<file path="config.mk">
export PLATFORM = sky130hd
export DESIGN_NAME = peri_reg_bridge_flat
export DESIGN_NICKNAME = d
export VERILOG_FILES = /design/src/rtl/peri_bridge_pkg.sv /design/src/rtl/peri_reg_bridge_if.sv /design/src/rtl/peri_reg_bridge.sv /design/src/flat_wrapper.sv
export SDC_FILE = /design/constraint.sdc
export NUM_CORES = 1
export LEC_CHECK = 0
export ABC_AREA = 1
export BUFFER_PORTS_ARGS = -buffer_cell sky130_fd_sc_hd__clkbuf_2
export CORE_ASPECT_RATIO = 0.6
export CORE_MARGIN = 2
export CORE_UTILIZATION = 30
export CTS_BUF_LIST = sky130_fd_sc_hd__clkbuf_8
export CTS_CLUSTER_DIAMETER = 100
export DETAILED_ROUTE_END_ITERATION = 8
export MAX_ROUTING_LAYER = met4
export SLEW_MARGIN = 15
export SYNTH_ARGS = -nofsm -noshare
export SYNTH_HDL_FRONTEND = slang
export SYNTH_SLANG_ARGS = --single-unit
</file>
<file path="constraint.sdc">
create_clock -name mclk -period 4 [get_ports mclk]
set_input_delay 1.2 -clock mclk [delete_from_list [all_inputs] [get_ports mclk]]
set_output_delay 1.2 -clock mclk [all_outputs]
set_load 0.005 [all_outputs]
</file>
<file path="src/rtl/peri_bridge_pkg.sv">
// Shared types and constants for the Wishbone-to-register-bus bridge.
package peri_bridge_pkg;

    typedef enum logic [1:0] {
        ST_IDLE = 2'd0,
        ST_REQ  = 2'd1,
        ST_RESP = 2'd2
    } br_state_e;

    typedef enum logic [1:0] {
        RESP_OK   = 2'd0,
        RESP_ERR  = 2'd1,
        RESP_DROP = 2'd2
    } br_resp_e;

    localparam logic [31:0] ERR_DATA_DEFAULT = 32'hDEAD_0BAD;

endpackage

</file>
<file path="src/rtl/peri_reg_bridge_if.sv">
// Wishbone-classic slave side plus register-bus master side of the bridge.
interface peri_reg_bridge_if #(
    parameter int AW = 11
);
    logic          wbs_cyc_i;
    logic          wbs_stb_i;
    logic          wbs_we_i;
    logic [AW-1:0] wbs_adr_i;
    logic [31:0]   wbs_dat_i;
    logic [3:0]    wbs_sel_i;
    logic [31:0]   wbs_dat_o;
    logic          wbs_ack_o;
    logic          wbs_err_o;

    logic          reg_cs;
    logic          reg_wr;
    logic [AW-1:0] reg_addr;
    logic [31:0]   reg_wdata;
    logic [3:0]    reg_be;
    logic [31:0]   reg_rdata;
    logic          reg_ack;

    // The bridge: Wishbone slave, register-bus master.
    modport slave (
        input  wbs_cyc_i, wbs_stb_i, wbs_we_i, wbs_adr_i, wbs_dat_i, wbs_sel_i,
        output wbs_dat_o, wbs_ack_o, wbs_err_o,
        output reg_cs, reg_wr, reg_addr, reg_wdata, reg_be,
        input  reg_rdata, reg_ack
    );

    // The environment: Wishbone master, register-bus slave.
    modport master (
        output wbs_cyc_i, wbs_stb_i, wbs_we_i, wbs_adr_i, wbs_dat_i, wbs_sel_i,
        input  wbs_dat_o, wbs_ack_o, wbs_err_o,
        input  reg_cs, reg_wr, reg_addr, reg_wdata, reg_be,
        output reg_rdata, reg_ack
    );
endinterface

</file>
<file path="src/rtl/peri_reg_bridge.sv">
// Registers one Wishbone transaction onto the peripheral register bus, with a
// timeout that answers with an error and records the first failing address.
module peri_reg_bridge
    import peri_bridge_pkg::*;
#(
    parameter int          AW          = 11,
    parameter int          TIMEOUT_CYC = 255,
    parameter logic [31:0] ERR_DATA    = ERR_DATA_DEFAULT
) (
    input  logic            mclk,
    input  logic            h_reset_n,
    peri_reg_bridge_if.slave bus,
    input  logic            err_clr,
    output logic            tout_flag,
    output logic [AW-1:0]   tout_addr
);

    localparam int            CW       = $clog2(TIMEOUT_CYC + 1);
    localparam logic [CW-1:0] CNT_LAST = CW'(TIMEOUT_CYC - 1);

    localparam logic [1:0] IDLE = ST_IDLE;
    localparam logic [1:0] REQ  = ST_REQ;
    localparam logic [1:0] RESP = ST_RESP;

    logic [1:0]    state;
    logic [CW-1:0] cnt;
    logic          aborted;

    logic          cs_q;
    logic          wr_q;
    logic [AW-1:0] addr_q;
    logic [31:0]   wdata_q;
    logic [3:0]    be_q;
    logic [31:0]   rdata_q;
    logic          ack_q;
    logic          err_q;

    logic          req_start;
    logic          req_done;
    logic          tout_hit;
    br_resp_e      resp_next;

    assign req_start = (state == IDLE) && bus.wbs_cyc_i && bus.wbs_stb_i;
    assign req_done  = (state == REQ) && (bus.reg_ack || (cnt == CNT_LAST));
    assign tout_hit  = (state == REQ) && !bus.reg_ack && (cnt == CNT_LAST);

    // Ack beats a coinciding timeout; a master that left mid-transaction gets no response.
    always_comb begin
        resp_next = RESP_OK;
        if (aborted || !bus.wbs_cyc_i) begin
            resp_next = RESP_DROP;
        end else if (!bus.reg_ack) begin
            resp_next = RESP_ERR;
        end
    end

    // NOTE: clocked state uses non-blocking assignments so every flop samples
    // pre-edge values regardless of statement order.
    always_ff @(posedge mclk or negedge h_reset_n) begin
        if (!h_reset_n) begin
            state   <= IDLE;
            cnt     <= '0;
            aborted <= 1'b0;
            cs_q    <= 1'b0;
            wr_q    <= 1'b0;
            addr_q  <= '0;
            wdata_q <= '0;
            be_q    <= '0;
            rdata_q <= '0;
            ack_q   <= 1'b0;
            err_q   <= 1'b0;
        end else begin
            ack_q <= 1'b0;
            err_q <= 1'b0;
            case (state)
                IDLE: begin
                    if (req_start) begin
                        state   <= REQ;
                        cs_q    <= 1'b1;
                        wr_q    <= bus.wbs_we_i;
                        addr_q  <= bus.wbs_adr_i;
                        wdata_q <= bus.wbs_dat_i;
                        be_q    <= bus.wbs_sel_i;
                        cnt     <= '0;
                        aborted <= 1'b0;
                    end
                end
                REQ: begin
                    if (!bus.wbs_cyc_i) begin
                        aborted <= 1'b1;
                    end
                    if (req_done) begin
                        state <= RESP;
                        cs_q  <= 1'b0;
                        ack_q <= (resp_next == RESP_OK);
                        err_q <= (resp_next == RESP_ERR);
                        if (!bus.reg_ack) begin
                            rdata_q <= ERR_DATA;
                        end else if (!wr_q) begin
                            rdata_q <= bus.reg_rdata;
                        end
                    end else begin
                        cnt <= cnt + 1'b1;
                    end
                end
                RESP: begin
                    state <= IDLE;
                end
                default: begin
                    state <= IDLE;
                end
            endcase
        end
    end

    // First timeout wins, except that a clear in the same cycle lets the new one in.
    always_ff @(posedge mclk or negedge h_reset_n) begin
        if (!h_reset_n) begin
            tout_flag <= 1'b0;
            tout_addr <= '0;
        end else if (tout_hit && (!tout_flag || err_clr)) begin
            tout_flag <= 1'b1;
            tout_addr <= addr_q;
        end else if (err_clr) begin
            tout_flag <= 1'b0;
            tout_addr <= '0;
        end
    end

    assign bus.reg_cs    = cs_q;
    assign bus.reg_wr    = wr_q;
    assign bus.reg_addr  = addr_q;
    assign bus.reg_wdata = wdata_q;
    assign bus.reg_be    = be_q;
    assign bus.wbs_dat_o = rdata_q;
    assign bus.wbs_ack_o = ack_q;
    assign bus.wbs_err_o = err_q;

endmodule

</file>
<file path="src/flat_wrapper.sv">
// flat-port wrapper written by rule: the top's interface ports become plain ports
module peri_reg_bridge_flat import peri_bridge_pkg::*;
#(
    parameter int          AW          = 11,
    parameter int          TIMEOUT_CYC = 255,
    parameter logic [31:0] ERR_DATA    = ERR_DATA_DEFAULT
)
  (mclk, h_reset_n, err_clr, tout_flag, tout_addr, bus_wbs_cyc_i, bus_wbs_stb_i, bus_wbs_we_i, bus_wbs_adr_i, bus_wbs_dat_i, bus_wbs_sel_i, bus_wbs_dat_o, bus_wbs_ack_o, bus_wbs_err_o, bus_reg_cs, bus_reg_wr, bus_reg_addr, bus_reg_wdata, bus_reg_be, bus_reg_rdata, bus_reg_ack);
  peri_reg_bridge_if #(.AW(AW)) bus_i ();
  input  logic mclk;
  input  logic h_reset_n;
  input  logic err_clr;
  output logic tout_flag;
  output logic [AW-1:0] tout_addr;
  input wire logic [$bits(bus_i.wbs_cyc_i)-1:0] bus_wbs_cyc_i;
  input wire logic [$bits(bus_i.wbs_stb_i)-1:0] bus_wbs_stb_i;
  input wire logic [$bits(bus_i.wbs_we_i)-1:0] bus_wbs_we_i;
  input wire logic [$bits(bus_i.wbs_adr_i)-1:0] bus_wbs_adr_i;
  input wire logic [$bits(bus_i.wbs_dat_i)-1:0] bus_wbs_dat_i;
  input wire logic [$bits(bus_i.wbs_sel_i)-1:0] bus_wbs_sel_i;
  output wire logic [$bits(bus_i.wbs_dat_o)-1:0] bus_wbs_dat_o;
  output wire logic [$bits(bus_i.wbs_ack_o)-1:0] bus_wbs_ack_o;
  output wire logic [$bits(bus_i.wbs_err_o)-1:0] bus_wbs_err_o;
  output wire logic [$bits(bus_i.reg_cs)-1:0] bus_reg_cs;
  output wire logic [$bits(bus_i.reg_wr)-1:0] bus_reg_wr;
  output wire logic [$bits(bus_i.reg_addr)-1:0] bus_reg_addr;
  output wire logic [$bits(bus_i.reg_wdata)-1:0] bus_reg_wdata;
  output wire logic [$bits(bus_i.reg_be)-1:0] bus_reg_be;
  input wire logic [$bits(bus_i.reg_rdata)-1:0] bus_reg_rdata;
  input wire logic [$bits(bus_i.reg_ack)-1:0] bus_reg_ack;
  assign bus_i.wbs_cyc_i = bus_wbs_cyc_i;
  assign bus_i.wbs_stb_i = bus_wbs_stb_i;
  assign bus_i.wbs_we_i = bus_wbs_we_i;
  assign bus_i.wbs_adr_i = bus_wbs_adr_i;
  assign bus_i.wbs_dat_i = bus_wbs_dat_i;
  assign bus_i.wbs_sel_i = bus_wbs_sel_i;
  assign bus_wbs_dat_o = bus_i.wbs_dat_o;
  assign bus_wbs_ack_o = bus_i.wbs_ack_o;
  assign bus_wbs_err_o = bus_i.wbs_err_o;
  assign bus_reg_cs = bus_i.reg_cs;
  assign bus_reg_wr = bus_i.reg_wr;
  assign bus_reg_addr = bus_i.reg_addr;
  assign bus_reg_wdata = bus_i.reg_wdata;
  assign bus_reg_be = bus_i.reg_be;
  assign bus_i.reg_rdata = bus_reg_rdata;
  assign bus_i.reg_ack = bus_reg_ack;
  peri_reg_bridge #(.AW(AW), .TIMEOUT_CYC(TIMEOUT_CYC), .ERR_DATA(ERR_DATA)) u_core (.mclk(mclk), .h_reset_n(h_reset_n), .bus(bus_i), .err_clr(err_clr), .tout_flag(tout_flag), .tout_addr(tout_addr));
endmodule
</file>
## Word-level counts from Yosys, hierarchy flattened

Cells that the tools add are included.
W data, S select, Z words.

- $add $sub $neg: 1
- Equal/unequal tests: 8
- Muxes and demuxes: 24
- Reduce and logical (&&, ||, !) cells: 22

Operators by type and width:

| cell | number |
|---|---|
| $mux W32 | 2 |
| $mux W11 | 2 |
| $mux W8 | 2 |
| $pmux W8 S2 | 1 |
| $reduce_and A3 Y1 | 4 |
| $mux W1 | 11 |
| $add A8 B1 Y8 const B | 1 |
| $eq A8 B8 Y1 const B | 1 |
| $logic_and A1 B1 Y1 | 6 |
| $mux W2 | 3 |
| $ne A2 B2 Y1 const B | 3 |
| $eq A2 B1 Y1 const B | 2 |
| $logic_not A2 Y1 | 2 |
| $ne A2 B1 Y1 const B | 2 |
| $pmux W1 S2 | 2 |
| $pmux W2 S2 | 1 |
| $reduce_and A2 Y1 | 2 |
| $reduce_bool A2 Y1 | 2 |
| $logic_not A1 Y1 | 3 |
| $logic_or A1 B1 Y1 | 3 |

- Bits in registers: 106
- Input port bits: 86
- Output and inout port bits: 95
- Logic and storage cells: 68

## Logic depth before layout (Yosys ltp)

- Depth in word-level cells: 6
- Depth in mapped cells: 10
- Depth with buffers taken out: 9

## Worst setup path after synthesis

Ideal clock, no wire load.

- Kind: input to register
- Start point: in bus_reg_ack
- End point: reg u_core.rdata_q[0] (netlist: u_core.bus.wbs_dat_o[0])
- Arrival time: 1.918 ns
- Data required time: 3.881 ns
- Setup slack: 1.962 ns
- Stages: 6
- Path buffers: 2
- Cell sequence: buf_4 -> inv_1 -> nand2_4 -> nand3_4 -> buf_6 -> o21ai_2

- Cells in the longest elaborated chain, start to end: 3

Ends and longest elaborated chain:

| element | line | source |
|---|---|---|
| from (decl) | flat_wrapper.sv:30 | `input wire logic [$bits(bus_i.reg_ack)-1:0] bus_reg_ack;` |
| $logic_or A1 B1 Y1 | peri_reg_bridge.sv:44 | `assign req_done = (state == REQ) && (bus.reg_ack \|\| (cnt == CNT_LAST));` |
| $logic_and A1 B1 Y1 | peri_reg_bridge.sv:44 |  |
| $reduce_and A3 Y1 (no source line) | n/a |  |
| to (signal assigned) | peri_reg_bridge.sv:100 | `rdata_q <= bus.reg_rdata;` |
| to (decl) | peri_reg_bridge.sv:34 | `logic [31:0] rdata_q;` |

Parallel ways exist; a longest one is shown, timed or not.
A chain may end at the register's enable or synchronous reset.

## Final worst setup path

- Start point: in bus_reg_ack
- End point: reg u_core.tout_addr[9]

- Cells in the longest elaborated chain, start to end: 5

Ends and longest elaborated chain:

| element | line | source |
|---|---|---|
| $logic_not A1 Y1 * | peri_reg_bridge.sv:45 | `assign tout_hit = (state == REQ) && !bus.reg_ack && (cnt == CNT_LAST);` |
| $logic_and A1 B1 Y1 * (2 in series) | peri_reg_bridge.sv:45 |  |
| $logic_and A1 B1 Y1 * | peri_reg_bridge.sv:121 | `end else if (tout_hit && (!tout_flag \|\| err_clr)) begin` |
| $mux W11 or $reduce_bool A2 Y1 (tied branches) | n/a |  |
| to (signal assigned) | peri_reg_bridge.sv:123 | `tout_addr <= addr_q;` |
| to (decl) | peri_reg_bridge.sv:15 | `output logic [AW-1:0] tout_addr` |

Mark *: on every way between the ends. The rest lies on a longest branch, timed or not.

==> flow_results.org <==
** Routing
- For this block, the initial DRC count from the detailed router was 200.
- Via-to-Cell Ratio :: 4.40
- Routed wire per std cell :: 13.2 um
- First-pass DRT Iterations :: 4
- For this block, the routed nets add up to 11300 um of wire.
- For this run, design rule violations remaining after detail routing come to 0.
- Total via count in the routed design :: 3758
- Antenna viol nets, final :: 0

** Critical path
- Beginning of the critical path :: bus_reg_ack
- Of all nets on the critical path, the largest fanout is 23.
- Data on the critical path is required at its endpoint by 4.27 ns.
- Worst setup path category :: input port to register
- List of cells traversed by the critical path :: clkbuf_2 -> nor2_1 -> nand4_1 -> o21ai_0
- Worst R2R Start :: u_core.cnt[0]
- Count of cells along the worst register-to-register path :: 10
- Signal arrival time at the worst endpoint :: 2.81 ns
- Crit path max-delay cell type :: sky130_fd_sc_hd__nand4_1
- Endpoint type of the worst setup path :: register
- STA classifies the critical path startpoint as an input port.
- On the worst path, the slowest cell contributes a delay of 0.65 ns.

** Timing
- Timing would allow up to 0.393 GHz.
- Setup violations remaining at the end of the flow were counted as 0.
- Transition time at the pin with the least slew margin :: 0.795 ns
- After routing, the total negative slack on setup checks comes to 0 ns.
- RSZ-0062 raised after global routing :: no
- The final critical path takes up 63.5% of the cycle.
- The final-report hold violation count came to 0.
- Hold slack final :: 0.479 ns
- In this run the tightest slew margin relative to its limit is 46.8%.
- For the finished layout, the period the worst path requires is 2.54 ns.
- Final Max Slew Viols :: 0
- Clock Skew :: 0.0187 ns

** Pwr
- In this run switching power makes up 32.9% of total power.
- The share of total power dissipated in combinational logic is 26.3%.
- Reg power frac :: 52.7%
- Int Pwr :: 0.00190 W
- Net switching power :: 0.000932 W
- Clock power share :: 21.1%
- In this run the power density over the cells is 502 nW/um^2.
- Reported leakage power :: 3.08 nW
- Overall power consumption after layout is estimated at 0.00284 W.
- Worst VDD drop :: 0.000200 V

** Synth
- Counting flops with a built-in enable in the synthesized netlist gives 0.
- Synthesis produced 480 cells.
- Primary FF master, synth :: sky130_fd_sc_hd__dfrtp_1
- Counting flops with an async set or reset pin after synthesis yields a share of 100%.
- Counting distinct cell types in the post-synthesis netlist gives 29.
- After synthesis the cells add up to 4440 sq um.
- Average footprint of a synthesized cell :: 9.25 sq um
- Number of storage elements in the synthesis netlist :: 106
- Proportion of synthesized chip area in sequential cells :: 59.7%
- Syn. warnings :: 0
- Net count after synthesis :: 568

** Clock network
- The clock passes through at most 2 buffers.
- The H-tree generated during clock tree synthesis spans 3 levels.
- Source-to-sink clock delay at the later pin of the worst-skew pair :: 0.37 ns
- Counting every sink on the clock net gives 106.
- Hold-fix buffers, CTS :: 0
- The number of gates resized after CTS was 0.
- TritonCTS built the clock tree.
- TritonCTS created 9 clock buffers.
- Buffer cell driving the clock tree root :: sky130_fd_sc_hd__clkbuf_8
- Worst-path clk slew :: 0.11 ns
- The number of setup buffers added after CTS is 0.

** GRT
- The first global-routing pass estimated 18600 um of wire.
- The via count of the first global-routing pass was 3784.
- Global routing usage summed across all routing layers :: 15.1%
- Antenna violations before repair :: 0
- After global routing the overflow that remains totals 0.
- Largest net degree at the start of global routing :: 61

** Flow run
- Across the run, the number of max-cap violations was 0.

** Layout
- The number of antenna diodes in the final layout is 0.
- Layout overhead on the synthesized area :: 27.1%
- The final layout contains 741 nets.
- Layout fillers :: 1473
- Final Instance Count excl. Fillers :: 855
- Layout cells sized above 1 :: 37.1%

** Worst hold path
- Hold-critical path depth :: 2
- Hold path startpoint :: u_core.bus.reg_be[3]
- The tightest min-delay check is of the register to register type.

** Floorplan
- Initial core utilization :: 30.7%
- The floorplan step set the die height to 98.3 um.
- In this run the count of I/O pins placed on the die edge is 181.
- The floorplan step defined a die boundary enclosing 15800 sq um.
- Core box area :: 14500 sq um
- Overall die width :: 161 um
- In this run the core area contains 34 standard-cell rows.

** Place
- Input and output buffers added on the ports amount to 180.
- HPWL after DPL :: 8310 um
- At the end of routability-driven placement, the weighted congestion stood at 0.853.
- After detailed placement, the design holds a cell count of 840.

** Run status
- The flow ran to the end, and the final reports show no timing, DRC or antenna violations.
per-layer routing:
metal  routed length (um)  share of wire (%)  global-route usage [%]
met2                 4580                 41                    22.2
met3                 1010                9.0                    5.14
met1                 5470                 49                    20.0
met5                    0                  0                       -
met4                  195                1.7                    3.91
cells in the final DEF, fill, tap and decap left out, types with 2 or more instances in the layout:
cell / synthesis / layout
sky130_fd_sc_hd__buf_4: 2 / 6
sky130_fd_sc_hd__clkbuf_2: 1 / 179
sky130_fd_sc_hd__clkbuf_8: 1 / 9
sky130_fd_sc_hd__dfrtp_1: 106 / 106
sky130_fd_sc_hd__ha_1: 2 / 2
sky130_fd_sc_hd__inv_1: 23 / 24
sky130_fd_sc_hd__inv_6: 0 / 2
sky130_fd_sc_hd__nand2_1: 199 / 199
sky130_fd_sc_hd__nand2_2: 5 / 5
sky130_fd_sc_hd__nand3_1: 18 / 18
sky130_fd_sc_hd__nor2_1: 30 / 30
sky130_fd_sc_hd__nor2_2: 2 / 2
sky130_fd_sc_hd__o21ai_0: 27 / 27
sky130_fd_sc_hd__o21ai_2: 32 / 32
flip-flops by register name, summed over array words and instances (netlist names), 2 cells and up:
register              flops
u_core.bus.reg_addr      11
u_core.bus.reg_be         4
u_core.bus.reg_wdata     32
u_core.bus.wbs_dat_o     32
u_core.cnt                8
u_core.state              2
u_core.tout_addr         11
path summary, 6_finish.rpt:
kind | endpoint | slack [ns]
max | u_core.tout_addr[9] | 1.46
min | u_core.bus.reg_be[3] | 0.48
max reg2reg | u_core.bus.wbs_dat_o[22] | 1.94
min reg2reg | u_core.bus.reg_be[3] | 0.48
max in group asynchronous | u_core.bus.wbs_dat_o[20] | 2.38
min in group asynchronous | u_core.bus.reg_wdata[16] | 0.87
cells by family (layout without fill, tap and decap cells):
family / after synthesis / in the layout / share of synthesized area [%]
xor+xnor: 1 / 1 / 0.197
simple gates: 262 / 262 / 23.9
flops: 106 / 106 / 59.7
fa+ha+maj: 2 / 2 / 0.563
compound gates: 61 / 61 / 9.66
buf+inv: 48 / 225 / 5.91
layout make-up:
| type | count | area (sq um) | area share (%) |
|---|---|---|---|
| Clock buffer | 9 | 124 | 2.19 |
| Clock inverter | 6 | 42.5 | 0.754 |
| Inverter | 24 | 90.1 | 1.60 |
| Multi-Input combinational cell | 326 | 1530 | 27.1 |
| Sequential cell | 106 | 2650 | 47.0 |
| Tap cell | 198 | 248 | 4.39 |
| Timing Repair Buffer | 186 | 961 | 17.0 |
worst max-delay path, delay by kind of cell:
family	cells	cell delay, ns
simple gates	2	0.91
buf+inv	1	0.26
compound gates	1	0.42
synthesized netlist by cell type, types with 3 or more instances:
library cell | instances | area share (%)
sky130_fd_sc_hd__buf_2 | 9 | 1.0
sky130_fd_sc_hd__buf_6 | 7 | 1.8
sky130_fd_sc_hd__clkbuf_1 | 3 | 0.25
sky130_fd_sc_hd__dfrtp_1 | 106 | 60
sky130_fd_sc_hd__inv_1 | 23 | 1.9
sky130_fd_sc_hd__nand2_1 | 199 | 17
sky130_fd_sc_hd__nand2_2 | 5 | 0.70
sky130_fd_sc_hd__nand3_1 | 18 | 2.0
sky130_fd_sc_hd__nor2_1 | 30 | 2.5
sky130_fd_sc_hd__o21ai_0 | 27 | 3.0
sky130_fd_sc_hd__o21ai_2 | 32 | 6.3
power by group through the flow:
stage                     sequential [W]  combinational (W)  clock (W)
final                            0.00149           0.000744   0.000597
after global routing             0.00153           0.000849   0.000669
after CTS                        0.00149           0.000763   0.000632
after detailed placement         0.00151           0.000763          0
after global placement           0.00150           0.000745          0
after floorplan                  0.00151           0.000352          0
through the flow:
| stage | setup slack (ns) | cell area (sq um) | util, % |
|---|---|---|---|
| 2_1_floorplan | 1.96 | 4440 | - |
| 3_3_place_gp | 1.17 | 5480 | 37.9 |
| 5_1_grt | 1.21 | 5650 | 39.0 |
| 3_5_place_dp | 1.09 | 5480 | 37.9 |
| 4_1_cts | 1.52 | 5650 | 39.0 |
| 6_report | 1.46 | 5650 | 39.0 |
No activity file was read; power rests on OpenSTA's default activity.
